### src/rtl/data_sram_ctrl_pkg.sv
// Shared definitions for the MEM-stage data SRAM-like bus controller:
// FSM state encoding and SRAM-like channel width constants.
package data_sram_ctrl_pkg;

    localparam int STRB_W = 4;
    localparam logic [STRB_W-1:0] FULL_STRB = 4'b1111;

    typedef enum logic [1:0] {
        IDLE = 2'd0,
        REQ  = 2'd1,
        WAIT = 2'd2,
        DONE = 2'd3
    } state_t;

endpackage

### src/rtl/data_sram_ctrl.sv
// MEM-stage data access controller: converts load/store requests into a single
// outstanding SRAM-like transaction and stalls the pipeline until it completes.
module data_sram_ctrl
    import data_sram_ctrl_pkg::*;
#(
    parameter int ADDR_W = 32,
    parameter int DATA_W = 32
) (
    input  logic              clk,
    input  logic              resetn,
    input  logic              mem_ren,
    input  logic              mem_wen,
    input  logic [STRB_W-1:0] mem_wsel,
    input  logic [ADDR_W-1:0] mem_addr,
    input  logic [DATA_W-1:0] mem_wdata,
    input  logic              flush,
    input  logic              stall_other,
    output logic              stall_req,
    output logic [DATA_W-1:0] mem_rdata,
    output logic              data_req,
    output logic              data_wr,
    output logic [STRB_W-1:0] data_wstrb,
    output logic [ADDR_W-1:0] data_addr,
    output logic [DATA_W-1:0] data_wdata,
    input  logic              data_addr_ok,
    input  logic              data_data_ok,
    input  logic [DATA_W-1:0] data_rdata
);

    state_t              state, state_next;
    logic                discard, discard_next;
    logic                latch_rdata;
    logic                access, issue, in_req;
    logic                wr_q;
    logic [STRB_W-1:0]   strb_q;
    logic [ADDR_W-1:0]   addr_q;
    logic [DATA_W-1:0]   wdata_q;

    assign access = mem_ren | mem_wen;
    assign issue  = (state == IDLE) & access & ~flush;
    assign in_req = (state == REQ);

    // Zero-cycle issue from live inputs in IDLE; REQ replays the captured copy
    assign data_req   = resetn & (in_req | issue);
    assign data_wr    = in_req ? wr_q    : mem_wen;
    assign data_wstrb = in_req ? strb_q  : (mem_wen ? mem_wsel : FULL_STRB);
    assign data_addr  = in_req ? addr_q  : mem_addr;
    assign data_wdata = in_req ? wdata_q : mem_wdata;

    assign stall_req = resetn & ((access & ~flush & (state != DONE)) | discard);

    always_comb begin
        state_next   = state;
        discard_next = discard;
        latch_rdata  = 1'b0;
        case (state)
            IDLE: begin
                if (issue) state_next = data_addr_ok ? WAIT : REQ;
            end
            REQ: begin
                if (data_addr_ok) begin
                    state_next = WAIT;
                    if (flush) discard_next = 1'b1;
                end else if (flush) begin
                    state_next = IDLE;
                end
            end
            WAIT: begin
                // An accepted transaction always runs to data_ok; a flush only drops its result
                if (data_data_ok) begin
                    if (discard | flush) begin
                        state_next   = IDLE;
                        discard_next = 1'b0;
                    end else begin
                        state_next  = DONE;
                        latch_rdata = ~wr_q;
                    end
                end else if (flush) begin
                    discard_next = 1'b1;
                end
            end
            DONE: begin
                if (!stall_other) state_next = IDLE;
            end
            default: state_next = IDLE;
        endcase
    end

    always_ff @(posedge clk or negedge resetn) begin
        if (!resetn) begin
            state     <= IDLE;
            discard   <= 1'b0;
            mem_rdata <= '0;
            wr_q      <= 1'b0;
            strb_q    <= '0;
            addr_q    <= '0;
            wdata_q   <= '0;
        end else begin
            state   <= state_next;
            discard <= discard_next;
            if (latch_rdata) mem_rdata <= data_rdata;
            if (issue) begin
                wr_q    <= mem_wen;
                strb_q  <= mem_wen ? mem_wsel : FULL_STRB;
                addr_q  <= mem_addr;
                wdata_q <= mem_wdata;
            end
        end
    end

endmodule

### config.mk
export PLATFORM = sky130hd
export DESIGN_NAME = data_sram_ctrl
export DESIGN_NICKNAME = d
export VERILOG_FILES = /design/src/rtl/data_sram_ctrl_pkg.sv /design/src/rtl/data_sram_ctrl.sv
export SDC_FILE = /design/constraint.sdc
export NUM_CORES = 1
export LEC_CHECK = 0
export CAP_MARGIN = 20
export CORE_AREA = 2 2 117 119
export CTS_BUF_LIST = sky130_fd_sc_hd__clkbuf_4
export DETAILED_ROUTE_END_ITERATION = 12
export DIE_AREA = 0 0 119 121
export PLACE_DENSITY_LB_ADDON = 0.08
export SLEW_MARGIN = 20
export SYNTH_ARGS = -nofsm -noshare
export SYNTH_HDL_FRONTEND = slang
export SYNTH_SLANG_ARGS = --single-unit
export TNS_END_PERCENT = 1
### constraint.sdc
create_clock -name clk -period 4.9 [get_ports clk]
set_input_delay 0.98 -clock clk [delete_from_list [all_inputs] [get_ports clk]]
set_output_delay 0.98 -clock clk [all_outputs]
set_load 0.02 [all_outputs]
# Word-level counts from Yosys, hierarchy flattened
# Cells that the tools add are included.
# totals
regBits,104
in_bits,108
out_inout_bits,103
elab_cells,54
# op_classes
n_eq_ne,10
mux,21
bitwise_logic,12
n_reduce_logical,4
# op_table
op,count
$mux W32,2
$mux W2,7
$ne A2 B2 Y1 const B,5
$mux W1,8
$mux W4,2
$pmux W2 S4,1
$and A1 B1 Y1,6
$ne A3 B3 Y1 const B,2
$eq A2 B2 Y1 const B,2
$or A1 B1 Y1,4
$reduce_and A4 Y1,1
$reduce_and A3 Y1,1
$eq A2 B1 Y1 const B,1
$logic_not A2 Y1,1
$not A1 Y1,2
$pmux W1 S2,1
$reduce_bool A2 Y1,1

# Longest topological paths before layout
# Gate-level depths: netlist of the first run.
# depth
word_depth,5
ltp_mapped,6
mapped_depth_nobuf,3

# Worst setup path before layout of the first run
# OpenSTA, ideal clock, no wires.
# synth_timing
path_kind,input port to output port
startpoint,in flush
endpoint,out data_req
arrival_ns,2.073
t_required_ns,3.920
slack_ns,1.847
path_stages,5
path_buffers,2
cell_sequence,o21ba_2 > nand2_2 > buf_6 > buf_6 > a21boi_0
# synth_between
elab_chain_cells,4
# synth_rtl
item,line_no,rtl
start: declaration,data_sram_ctrl.sv:16,"input logic flush,"
$not A1 Y1,data_sram_ctrl.sv:40,assign issue = (state == IDLE) & access & ~flush;
$and A1 B1 Y1,data_sram_ctrl.sv:40,
$or A1 B1 Y1,data_sram_ctrl.sv:44,assign data_req = resetn & (in_req | issue);
$and A1 B1 Y1,data_sram_ctrl.sv:44,
end: declaration,data_sram_ctrl.sv:20,"output logic data_req,"
# No other way between the ends.

# Worst setup path in the final report of the first run
# layout_timing
startpoint,in mem_wen
endpoint,out data_req
# layout_between
elab_chain_cells,5
# layout_rtl
item,line_no,rtl
start: declaration,data_sram_ctrl.sv:12,"input logic mem_wen,"
$or A1 B1 Y1,data_sram_ctrl.sv:39,assign access = mem_ren | mem_wen;
$and A1 B1 Y1 (2 in a row),data_sram_ctrl.sv:40,
$or A1 B1 Y1,data_sram_ctrl.sv:44,
$and A1 B1 Y1,data_sram_ctrl.sv:44,
# No other way between the ends.

==> results of run 1 <==
per-layer routing:
| metal | vias to the layer above | GRT usage | wire, um | share of wire |
|---|---|---|---|---|
| li1 | 1599 | - | - | - |
| met1 | 1691 | 0.197 | 4970 | 0.42 |
| met2 | 122 | 0.288 | 5840 | 0.49 |
| met3 | 12 | 0.0747 | 986 | 0.083 |
| met4 | 0 | 0.0506 | 159 | 0.013 |
| met5 | - | 0 | 0 | 0 |
where the power goes:
| part | internal [mW] | leakage [nW] | switching, mW |
|---|---|---|---|
| combinational | 1.26 | 1.95 | 0.868 |
| sequential | 1.27 | 1.24 | 0.240 |
| clock | 0.203 | 0.0831 | 0.288 |
| total | 2.74 | 3.27 | 1.40 |
cells in the final DEF, fill, tap and decap left out, drive strengths merged, types with 2 or more instances in the layout:
cell / instances
bufinv: 2
clkinv: 4
dfrtp: 104
a41oi: 4
mux2: 162
a31oi: 4
nor2: 6
nand2b: 2
clkdlybuf4s50: 209
buf: 4
clkbuf: 9
nor2b: 2
nand2: 2
nand3: 2
inv: 5
o21ai: 3
a21oi: 7
logic make-up (layout without fill, tap and decap cells):
family / after synthesis / in the layout / share of synthesized area
buffers and inverters: 27 / 234 / 0.0403
AO/OA/AOI/OAI: 24 / 24 / 0.0312
flip-flops: 104 / 104 / 0.508
other: 0 / 1 / 0
multiplexers: 162 / 162 / 0.398
AND/OR/NAND/NOR: 15 / 15 / 0.0225
worst register-to-register path, stage by stage (launching register included):
cell	delay [ns]
dfrtp_1	0.69
nor2_8	0.09
nand2_4	0.09
buf_4	0.79
mux2_2	0.45
path summary, 6_finish.rpt:
kind,end
max,data_req
min reg2reg,wdata_q[4]
min in group clk,wdata_q[4]
max reg2reg,addr_q[29]
max in group asynchronous,addr_q[2]
min,addr_q[21]
final cells by class:
class / count / area share
antenna: 1 / 0.000336
clock buffer: 9 / 0.00907
clock inverter: 7 / 0.0116
inverter: 5 / 0.00252
multi-input combinational: 201 / 0.313
sequential: 104 / 0.349
tap: 176 / 0.0296
timing repair buffer: 213 / 0.285
stage by stage:
stage / worst slack [ns] / std cells
after floorplan: 1.85 / 332
after global placement: 0.939 / 699
after detailed placement: 0.914 / 699
after CTS: 0.852 / 715
after global routing: 0.703 / 716
final: 0.928 / 716
state kept, by name, summed over array words and instances (netlist names):
register / count
mem_rdata: 32
wr_q: 1
state: 2
wdata_q: 32
addr_q: 32
discard: 1
strb_q: 4
==> flow_metrics.env, run 1 <==
export IMPL_status="completed"
export IMPL_vias_per_cell=4.78
export IMPL_timing_fmax_mhz=252
export IMPL_cts_buffers=9
export IMPL_fin_crit_sh=0.811
export IMPL_async_flop_share=1.00
export IMPL_drc=0
export IMPL_critPathTopFamily="buffers and inverters"
export IMPL_synth_ff_type="dfrtp_1"
export IMPL_post_cts_resized=0
export IMPL_ios=211
export IMPL_antenna_found_initial=1
export IMPL_multiInputGateArea_sq_um=2330
export IMPL_finClkSkew_ns=0.0147
export IMPL_ys_warn_count=0
export IMPL_post_cts_buffers=0
export IMPL_crit_cells=5
export IMPL_grt_max_degree=76
export IMPL_clock_latency_ns=0.48
export IMPL_yosys_area_top_type="dfrtp_1"
export IMPL_die_area_sq_um=14400
export IMPL_cts_hold_buf=0
export IMPL_regToRegStartpoint="state[0]"
export IMPL_slowest_delay_ns=0.73
export IMPL_ctsLongestPathBuffers=2
export IMPL_synth_top_area_share=0.508
export IMPL_p_leak_nw=3.27
export IMPL_hold_ws_ns=0.391
export IMPL_rsz0062_at_grt="false"
export IMPL_wl_per_cell_um=16.7
export IMPL_cp_required_ns=3.92
export IMPL_wl_um=11900
export IMPL_finalMaxSlewViolations=0
export IMPL_setup_violations=0
export IMPL_synth_common_cells="104 x dfrtp_1, 104 x mux2_2, 58 x mux2_4"
export IMPL_vias=3424
export IMPL_coreArea_sq_um=13100
export IMPL_syn_to_final_growth_pct=45.3
export IMPL_hold_class="in -> async"
export IMPL_fin_util=0.569
export IMPL_startpoint="mem_wen"
export IMPL_ys_ff_latch=104
export IMPL_netlist_area_sq_um=5130
export IMPL_die_y_um=121
export IMPL_final_hold_violation_count=0
export IMPL_path_clk_slew_ns=0.15
export IMPL_initial_core_util=0.392
export IMPL_drtAntennaViolNets=0
export IMPL_start_kind="input port"
export IMPL_critPathKind="in -> out"
export IMPL_first_global_vias=3655
export IMPL_cts_sink_count=104
export IMPL_ys_types=27
export IMPL_cts_tree="built"
export IMPL_p_total_mw=4.13
export IMPL_worst_pin_slew_ns=1.03
export IMPL_worstRegToRegCells=4
export IMPL_drt_iter0_markers=113
export IMPL_grt_ovfl_total=0
export IMPL_grt_first_pass_wirelength_um=19100
export IMPL_first_pass_iters=4
export IMPL_synth_nets=440
export IMPL_ys_top_cells_by_area="dfrtp_1 51%, mux2_2 23%, mux2_4 17%"
export IMPL_syn_instance_count=332
export IMPL_r2r_slack_ns=2.70
export IMPL_dpl_hpwl_um=8320
export IMPL_track_usage=0.171
export IMPL_ir_worst_vdd_mv=0.241
export IMPL_fin_tns_setup_ns=0
export IMPL_regArea_sq_um=2600
export IMPL_finalWeightedCongestion=0.734
export IMPL_avgSynthCellArea_sq_um=15.4
export IMPL_die_x_um=119
export IMPL_cts_htree_levels=3
export IMPL_powerDensity_nw_per_um2=555
export IMPL_timing_critical_path_buf_inv=2
export IMPL_cp_slowest_cell="clkdlybuf4s50_1"
export IMPL_fin_crit_ns=3.97
export IMPL_crit_arrival_ns=2.99
export IMPL_fp_row_count=42
export IMPL_synth_edf_count=0
export IMPL_fillCellCount=1117
export IMPL_cp_end_kind="output port"
export IMPL_path_cells="clkdlybuf4s50_1 -> o21ba_2 -> nand2_4 -> a21boi_0 -> clkdlybuf4s50_1"
export IMPL_postPlaceCellArea_sq_um=7290
export IMPL_slew_headroom=0.311
export IMPL_final_area_sq_um=7450
export IMPL_path_max_fanout=11
export IMPL_nets=642
export IMPL_max_cap_viol_count=0
export IMPL_io_buffers=210
export IMPL_yosysSeqAreaShare=0.508
export IMPL_drive_above_1_share=0.347
export IMPL_cp_common_cell="clkdlybuf4s50_1"
export IMPL_root_buffer="clkbuf_4"
Note: power is estimated with default switching activity, not from simulation.
==> inputs of run 2 (changes only) <==
Clock period 4.9 ns to 4.1 ns, I/O delays scaled along.
==> flow_metrics.env, run 2 (same netlist as run 1, synthesis figures left out) <==
export IMPL_fin_tns_setup_ns=0
export IMPL_start_kind="register"
export IMPL_finalWeightedCongestion=0.726
export IMPL_cp_slowest_cell="dfrtp_1"
export IMPL_reg_top3="addr_q (32), mem_rdata (32), wdata_q (32)"
export IMPL_startpoint="state[1]"
export IMPL_ctsLongestPathBuffers=2
export IMPL_root_buffer="clkbuf_4"
export IMPL_setup_violations=0
export IMPL_max_cap_viol_count=0
export IMPL_syn_to_final_growth_pct=45.4
export IMPL_finClkSkew_ns=0.0106
export IMPL_cts_tree="built"
export IMPL_nets=644
export IMPL_cts_sink_count=104
export IMPL_fin_crit_ns=3.66
export IMPL_cp_end_kind="output port"
export IMPL_grt_max_degree=67
export IMPL_antenna_found_initial=0
export IMPL_fillCellCount=1097
export IMPL_die_x_um=119
export IMPL_path_max_fanout=42
export IMPL_cts_hold_buf=0
export IMPL_critPathTopFamily="buffers and inverters"
export IMPL_slowest_delay_ns=0.61
export IMPL_grt_ovfl_total=0
export IMPL_first_global_vias=3640
export IMPL_cp_required_ns=3.28
export IMPL_rsz0062_at_grt="false"
export IMPL_cts_buffers=9
export IMPL_cts_htree_levels=3
export IMPL_crit_arrival_ns=2.84
export IMPL_regToRegStartpoint="state[0]"
export IMPL_worst_pin_slew_ns=1.01
export IMPL_p_leak_nw=3.28
export IMPL_final_common_cell="clkdlybuf4s50_1"
export IMPL_grt_first_pass_wirelength_um=19100
export IMPL_die_area_sq_um=14400
export IMPL_post_cts_resized=0
export IMPL_hold_class="in -> async"
export IMPL_finalMaxSlewViolations=0
export IMPL_clock_latency_ns=0.46
export IMPL_drc=0
export IMPL_fin_crit_sh=0.893
export IMPL_final_hold_violation_count=0
export IMPL_slew_headroom=0.326
export IMPL_io_buffers=210
export IMPL_hold_ws_ns=0.220
export IMPL_post_cts_buffers=0
export IMPL_regArea_sq_um=2600
export IMPL_vias_per_cell=4.79
export IMPL_timing_critical_path_buf_inv=2
export IMPL_track_usage=0.169
export IMPL_multiInputGateArea_sq_um=2330
export IMPL_status="completed"
export IMPL_dpl_hpwl_um=8250
export IMPL_final_cell_mix="209 x clkdlybuf4s50_1, 104 x mux2_2, 104 x dfrtp_1"
export IMPL_wl_um=11800
export IMPL_powerDensity_nw_per_um2=656
export IMPL_fp_row_count=42
export IMPL_first_pass_iters=4
export IMPL_ios=211
export IMPL_critPathKind="reg -> out"
export IMPL_coreArea_sq_um=13100
export IMPL_ir_worst_vdd_mv=0.306
export IMPL_wl_per_cell_um=16.4
export IMPL_drive_above_1_share=0.348
export IMPL_die_y_um=121
export IMPL_drt_iter0_markers=144
export IMPL_vias=3438
export IMPL_path_cells="nand2b_4 -> buf_12 -> mux2_2 -> clkdlybuf4s50_1"
export IMPL_path_clk_slew_ns=0.15
export IMPL_drtAntennaViolNets=0
export IMPL_initial_core_util=0.392
export IMPL_timing_fmax_mhz=273
export IMPL_antenna_cells=0
run 2: changes by cell type in the layout (fill, tap and decap cells not counted):
cell        previous run  this run
buf_12                 0         1
diode_2                1         0
buf_4                  4         5
clkinv_1               1         2
clkbuf_4               9        11
clkinvlp_4             1         0
clkinv_2               3         2
bufinv_16              2         1
run 2: routing by layer:
| metal | up-vias | GRT usage | routed length (um) |
|---|---|---|---|
| met5 | - | 0 | 0 |
| met4 | 0 | 0.0670 | 209 |
| met3 | 13 | 0.0555 | 917 |
| met2 | 117 | 0.274 | 5680 |
| met1 | 1690 | 0.210 | 4960 |
| li1 | 1618 | - | - |
run 2: path summary, 6_finish.rpt:
| check | endpoint | slack, ns | cells past startpoint |
|---|---|---|---|
| hold / removal | addr_q[13] | 0.22 | 1 |
| hold reg to reg | wdata_q[1] | 0.52 | 1 |
| setup / recovery | data_addr[17] | 0.44 | 4 |
| setup reg to reg | wdata_q[18] | 1.90 | 4 |
| max in group asynchronous | wdata_q[24] | 2.85 | 2 |
| min in group clk | wdata_q[1] | 0.52 | 1 |
run 2: layout make-up:
cell class | count | share of cell area
Inverter | 5 | 0.00252
Clock buffer | 11 | 0.0111
Multi-Input combinational cell | 201 | 0.313
Sequential cell | 104 | 0.349
Clock inverter | 5 | 0.00638
Tap cell | 176 | 0.0296
Timing Repair Buffer | 215 | 0.288
run 2: power breakdown:
part | switching [mW] | total (mW) | internal, mW
registers | 0.287 | 1.81 | 1.52
clock network | 0.334 | 0.528 | 0.195
logic | 1.04 | 2.55 | 1.51
total | 1.66 | 4.89 | 3.23
run 2: stage by stage:
step / cells / util / setup WS (ns) / instance area [sq um] / power [mW]
floorplan: 332 / - / 1.37 / 5130 / 3.44
global placement: 701 / 0.559 / 0.639 / 7320 / 4.37
detailed placement: 701 / 0.559 / 0.636 / 7320 / 4.41
CTS: 717 / 0.569 / 0.344 / 7450 / 4.96
global route: 717 / 0.569 / 0.238 / 7450 / 5.19
finish: 717 / 0.569 / 0.439 / 7450 / 4.89
==> inputs of run 3 (changes only) <==
Settings changed: CTS_CLUSTER_SIZE set to 16.
==> results of run 3 <==
Final layout, timing and power as in run 2 (identical DEF).
